## config.mk

```make
export PLATFORM = sky130hd
export DESIGN_NAME = intc_nto1_sel_pipe
export DESIGN_NICKNAME = d
export VERILOG_FILES = /design/src/rtl/intc_nto1_sel_pipe.sv
export SDC_FILE = /design/constraint.sdc
export NUM_CORES = 1
export LEC_CHECK = 0
export ABC_AREA = 1
export CORE_MARGIN = 1
export CORE_UTILIZATION = 45
export DETAILED_ROUTE_END_ITERATION = 8
export PLACE_DENSITY = 0.8
export SYNTH_ARGS = -nofsm -noshare
export SYNTH_HDL_FRONTEND = slang
export SYNTH_SLANG_ARGS = --single-unit
```

## constraint.sdc

```tcl
create_clock -name clk -period 5.1 [get_ports clk]
set_clock_uncertainty 0.15 [all_clocks]
set_input_delay 1.02 -clock clk [delete_from_list [all_inputs] [get_ports clk]]
set_output_delay 1.02 -clock clk [all_outputs]
set_load 0.01 [all_outputs]
```

## src/rtl/intc_nto1_sel_pipe.sv

```systemverilog
// Pipelined N-to-1 interrupt selector: a registered binary max-priority tree
// feeding a registered output stage with mask compare and winner-change pulse.
module intc_nto1_sel_pipe #(
  parameter int NUM_IN = 8,
  parameter int VEC_DW = 8,
  parameter int PRI_DW = 4,
  parameter int DW     = VEC_DW + PRI_DW,
  parameter int IDX_W  = (NUM_IN > 1) ? $clog2(NUM_IN) : 1
) (
  input  logic                 clk,
  input  logic                 rst,
  input  logic                 en_i,
  input  logic [NUM_IN-1:0]    req_vld_i,
  input  logic [NUM_IN*DW-1:0] req_dat_i,
  input  logic [PRI_DW-1:0]    imask_i,
  output logic                 sel_vld_o,
  output logic [DW-1:0]        sel_dat_o,
  output logic [IDX_W-1:0]     sel_idx_o,
  output logic                 irq_o,
  output logic                 chg_o
);

  localparam int LV = $clog2(NUM_IN);
  localparam int NP = 1 << LV;

  logic             leaf_vld_s [NP];
  logic [DW-1:0]    leaf_dat_s [NP];
  logic [IDX_W-1:0] leaf_idx_s [NP];

  logic             root_vld_s;
  logic [DW-1:0]    root_dat_s;
  logic [IDX_W-1:0] root_idx_s;

  logic             sel_vld_r;
  logic [DW-1:0]    sel_dat_r;
  logic [IDX_W-1:0] sel_idx_r;
  logic             irq_r;
  logic             chg_r;

  logic [DW-1:0]    out_dat_s;
  logic [IDX_W-1:0] out_idx_s;
  logic             irq_s;
  logic             chg_s;

  // Leaves beyond NUM_IN are padding that can never be valid.
  for (genvar k = 0; k < NP; k++) begin : g_leaf
    if (k < NUM_IN) begin : g_real
      assign leaf_vld_s[k] = req_vld_i[k];
      assign leaf_dat_s[k] = req_dat_i[k*DW +: DW];
    end else begin : g_pad
      assign leaf_vld_s[k] = 1'b0;
      assign leaf_dat_s[k] = {DW{1'b0}};
    end
    assign leaf_idx_s[k] = IDX_W'(k);
  end

  if (NP > 1) begin : g_tree
    // Heap layout: node i has children 2i+1 (lower indices) and 2i+2;
    // leaf k sits at heap position NN+k, so the tree is LV levels deep.
    localparam int NN = NP - 1;

    logic             node_vld_r [NN];
    logic [DW-1:0]    node_dat_r [NN];
    logic [IDX_W-1:0] node_idx_r [NN];
    logic             nxt_vld_s  [NN];
    logic [DW-1:0]    nxt_dat_s  [NN];
    logic [IDX_W-1:0] nxt_idx_s  [NN];

    for (genvar i = 0; i < NN; i++) begin : g_node
      localparam int CA = 2*i + 1;
      localparam int CB = 2*i + 2;
      logic             va_s, vb_s, a_win_s;
      logic [DW-1:0]    da_s, db_s;
      logic [IDX_W-1:0] ia_s, ib_s;

      if (CA >= NN) begin : g_leaf_kids
        assign va_s = leaf_vld_s[CA-NN];
        assign da_s = leaf_dat_s[CA-NN];
        assign ia_s = leaf_idx_s[CA-NN];
        assign vb_s = leaf_vld_s[CB-NN];
        assign db_s = leaf_dat_s[CB-NN];
        assign ib_s = leaf_idx_s[CB-NN];
      end else begin : g_node_kids
        assign va_s = node_vld_r[CA];
        assign da_s = node_dat_r[CA];
        assign ia_s = node_idx_r[CA];
        assign vb_s = node_vld_r[CB];
        assign db_s = node_dat_r[CB];
        assign ib_s = node_idx_r[CB];
      end

      // Strict compare lets the higher-index child win ties.
      assign a_win_s      = va_s && (!vb_s || (da_s[DW-1:VEC_DW] > db_s[DW-1:VEC_DW]));
      assign nxt_vld_s[i] = a_win_s ? va_s : vb_s;
      assign nxt_dat_s[i] = a_win_s ? da_s : db_s;
      assign nxt_idx_s[i] = a_win_s ? ia_s : ib_s;
    end

    // Tree node registers, one level per clock when enabled.
    always_ff @(posedge clk) begin
      if (rst) begin
        for (int i = 0; i < NN; i++) begin
          node_vld_r[i] <= 1'b0;
          node_dat_r[i] <= {DW{1'b0}};
          node_idx_r[i] <= {IDX_W{1'b0}};
        end
      end else if (en_i) begin
        for (int i = 0; i < NN; i++) begin
          node_vld_r[i] <= nxt_vld_s[i];
          node_dat_r[i] <= nxt_dat_s[i];
          node_idx_r[i] <= nxt_idx_s[i];
        end
      end
    end

    assign root_vld_s = node_vld_r[0];
    assign root_dat_s = node_dat_r[0];
    assign root_idx_s = node_idx_r[0];
  end else begin : g_single
    assign root_vld_s = leaf_vld_s[0];
    assign root_dat_s = leaf_dat_s[0];
    assign root_idx_s = leaf_idx_s[0];
  end

  // Output-stage next values: zeroed payload when invalid, mask compare, change detect.
  always_comb begin
    out_dat_s = {DW{1'b0}};
    out_idx_s = {IDX_W{1'b0}};
    irq_s     = 1'b0;
    if (root_vld_s) begin
      out_dat_s = root_dat_s;
      out_idx_s = root_idx_s;
      irq_s     = (root_dat_s[DW-1:VEC_DW] > imask_i);
    end else begin
      out_dat_s = {DW{1'b0}};
      out_idx_s = {IDX_W{1'b0}};
      irq_s     = 1'b0;
    end
    chg_s = ({root_vld_s, out_idx_s, out_dat_s} != {sel_vld_r, sel_idx_r, sel_dat_r});
  end

  // Output registers; chg only ever pulses on an advancing edge.
  always_ff @(posedge clk) begin
    if (rst) begin
      sel_vld_r <= 1'b0;
      sel_dat_r <= {DW{1'b0}};
      sel_idx_r <= {IDX_W{1'b0}};
      irq_r     <= 1'b0;
      chg_r     <= 1'b0;
    end else if (en_i) begin
      sel_vld_r <= root_vld_s;
      sel_dat_r <= out_dat_s;
      sel_idx_r <= out_idx_s;
      irq_r     <= irq_s;
      chg_r     <= chg_s;
    end else begin
      chg_r     <= 1'b0;
    end
  end

  assign sel_vld_o = sel_vld_r;
  assign sel_dat_o = sel_dat_r;
  assign sel_idx_o = sel_idx_r;
  assign irq_o     = irq_r;
  assign chg_o     = chg_r;

endmodule

```

==> impl_metrics.tcl <==
set metrics [dict create \
    status "finished clean" \
    cts_tree "yes" \
    viasPerCell 4.93 \
    synth_cell_types 21 \
    crit_path_cell_trace "clkdlybuf4s50_1, inv_1, nand2_4, buf_12" \
    crit-reg2reg-capture "g_tree.node_dat_r[0][7]" \
    yosysMostFrequentCell "nand2_1" \
    synth-edff-count 105 \
    hold_path_class "register to register" \
    io_buffers 128 \
    hold_viol_final 0 \
    fin_crit_sh_pct 61.4 \
    grt_overflow 0 \
    worstHoldStart "irq_o" \
    cp_max_fo 77 \
    rsz0062_at_grt "false" \
    fin_tns_setup_ps 0 \
    gp_congestion 0.836 \
    ioPinCount 129 \
    powerDensity_mw_per_mm2 313 \
    clock_latency_ps 410 \
    core-area_mm2 0.0154 \
    seqPwrFrac_pct 44.5 \
    synthArstFlopShare_pct 0 \
    max-cap-violations 0 \
    p_sw_w 0.000709 \
    ir_worst_vdd_mv 0.258 \
    cp-startpoint "rst" \
    cpPeakStageDelay_ps 790 \
    initial_utilization_pct 46.5 \
    syn_to_final_growth_pct 26.1 \
    layout.nets 1131 \
    grt_use_met3_pct 4.97 \
    wire_per_inst_um 12.5 \
    r2r_setup_slack_ps 2620 \
    cts_max_level 4 \
    r2r.worst_path.cells 9 \
    dr_total_vias 5971 \
    whs_ps 329 \
    post-dp-hpwl_um 10300 \
    cts_setup_buffers 0 \
    max_slew_margin_pct 35.9 \
    diodes 0 \
    p_clk_share_pct 39.4 \
    dp_cells 1180 \
    antenna_found_initial 0 \
    syn_nets 1032 \
    setup_viol 0 \
    setup_slack_ps 1970 \
    cp_slowest_cell "nand2_4" \
    clockBufferDepth 2 \
    power.internal_w 0.00211 \
    top_usage_layer "met2" \
    grtUsageMet2_pct 33.5 \
    drtPass1Iterations 5 \
    synth_seq_cells 124 \
    grt_pass1_wl_um 25500 \
    cts_buffers 17 \
    p_comb_share_pct 16.2 \
    r2r-start "g_tree.node_dat_r[0][22]" \
    clkTransAtPathRegs_ps 50 \
    cts.repair.resized 0 \
    cts.sinks 124 \
    rows 45 \
    synth_ff_type "edfxtp_1" \
    drc_errors 0 \
    yosys_warnings 0 \
    synth-seq-area-share_pct 49.5 \
    drv_slew 0 \
    worstMarginPinSlew_ps 962 \
    cts_root_buf "clkbuf_16" \
    grt_max_degree 78 \
    drive_gt1_share_pct 3.20 \
    n_fill_cell 1318 \
    critPathCaptureType "register" \
    final_cells 1212 \
    power_w 0.00282 \
    grt_pass1_vias 5689 \
    avgSynthCellArea_um2 8.03 \
    worstSetupEndpoint "g_tree.node_dat_r[0][16]" \
    postRouteAntennaNets 0 \
    grtUsageTotal_pct 19.9 \
    synth_area_leaders "edfxtp_1 44%, nand2_1 9.2%, inv_1 8.0%" \
    fp.dieW_um 128 \
    wl_um 15100 \
    synth.top_cell.area_share_pct 44.2 \
    dieArea_mm2 0.0164 \
    sw_frac_of_total_pct 25.1 \
    syn-instance-count 889 \
    synth_common_cells "175 x nand2_1, 153 x inv_1, 113 x nor2_1" \
    min_period_ps 3130 \
    syn_area_mm2 0.00714 \
    pre_cts_ws_ps 1550 \
    fmax_mhz 319 \
    ctsHoldBuffers 0 \
    gr-usage-met1_pct 23.9 \
    critPathKind "primary input to register" \
    crit_required_ps 5050 \
    drt-initial-drc-count 416 \
    synth_top_area_cell "edfxtp_1" \
    p_leak_nw 3.98 \
    critPathLaunchType "primary input" \
    arrival_ps 3080 \
    die-height_um 128 \
]
-- state kept, by name, summed over array words and instances (netlist names) --
register	cells
chg_o	1
g_tree.node_dat_r	84
g_tree.node_idx_r	15
g_tree.node_vld_r	7
irq_o	1
sel_dat_o	12
sel_idx_o	3
sel_vld_o	1
-- routing by layer --
metal  routed length, µm  share of wire, %
met1                6450                43
met2                7400                49
met3                 875               5.8
met4                 394               2.6
met5                   0                 0
-- through the flow --
step | utilization [%] | instance area [µm²]
after floorplan | - | 7140
after global placement | 55.0 | 8450
after detailed placement | 55.0 | 8450
after CTS | 58.6 | 9010
after global routing | 58.6 | 9010
final | 58.6 | 9010
-- cells by family (layout without fill, tap and decap cells) --
| logic type | Yosys count | after routing | share of synthesized area, % |
|---|---|---|---|
| simple gates | 396 | 396 | 22.8 |
| fa+ha+maj | 32 | 32 | 5.61 |
| xor+xnor | 10 | 10 | 1.23 |
| compound gates | 122 | 122 | 8.87 |
| flops | 124 | 124 | 49.5 |
| buf+inv | 205 | 317 | 12.0 |
-- layout by cell type (no fill, tap or decap), types with 2 or more instances in the layout --
master	instances
nand3_1	104
clkdlybuf4s50_1	128
xor2_1	10
ha_1	32
clkbuf_16	18
clkbuf_1	8
buf_4	2
nand2_2	2
dfxtp_1	19
a21oi_1	105
edfxtp_1	105
nand2_1	174
clkbuf_8	5
nor2_1	113
inv_1	153
o22ai_1	15
-- worst min-delay path by stage --
stage | endpoint | slack, ps | cells after the start
global route | irq_o | 360 | 2
finish | irq_o | 330 | 2
CTS | irq_o | 330 | 2
global placement | irq_o | 320 | 2
detailed placement | irq_o | 320 | 2
floorplan | g_tree.node_idx_r[0][13] | 280 | 2
-- layout make-up --
| type | count | area, µm² | share of cell area [%] |
|---|---|---|---|
| clock buffer | 31 | 549 | 6.10 |
| multi-input combinational | 560 | 2760 | 30.6 |
| timing repair buffer | 131 | 1320 | 14.6 |
| inverter | 154 | 578 | 6.42 |
| tap | 211 | 264 | 2.93 |
| sequential | 124 | 3530 | 39.2 |
| clock inverter | 1 | 5.00 | 0.0556 |
-- power groups by stage --
stage	registers, W	logic (W)	clock network, W
global placement	0.00127	0.000434	0
global route	0.00126	0.000523	0.00116
CTS	0.00125	0.000458	0.00112
floorplan	0.00124	0.000324	0
finish	0.00125	0.000457	0.00111
detailed placement	0.00127	0.000451	0
-- worst max-delay path: cells and delay by family --
kind	cells	cell delay (ps)
buffers and inverters	3	1210
AND/OR/NAND/NOR	1	790
(Power assumes the default switching activity.)
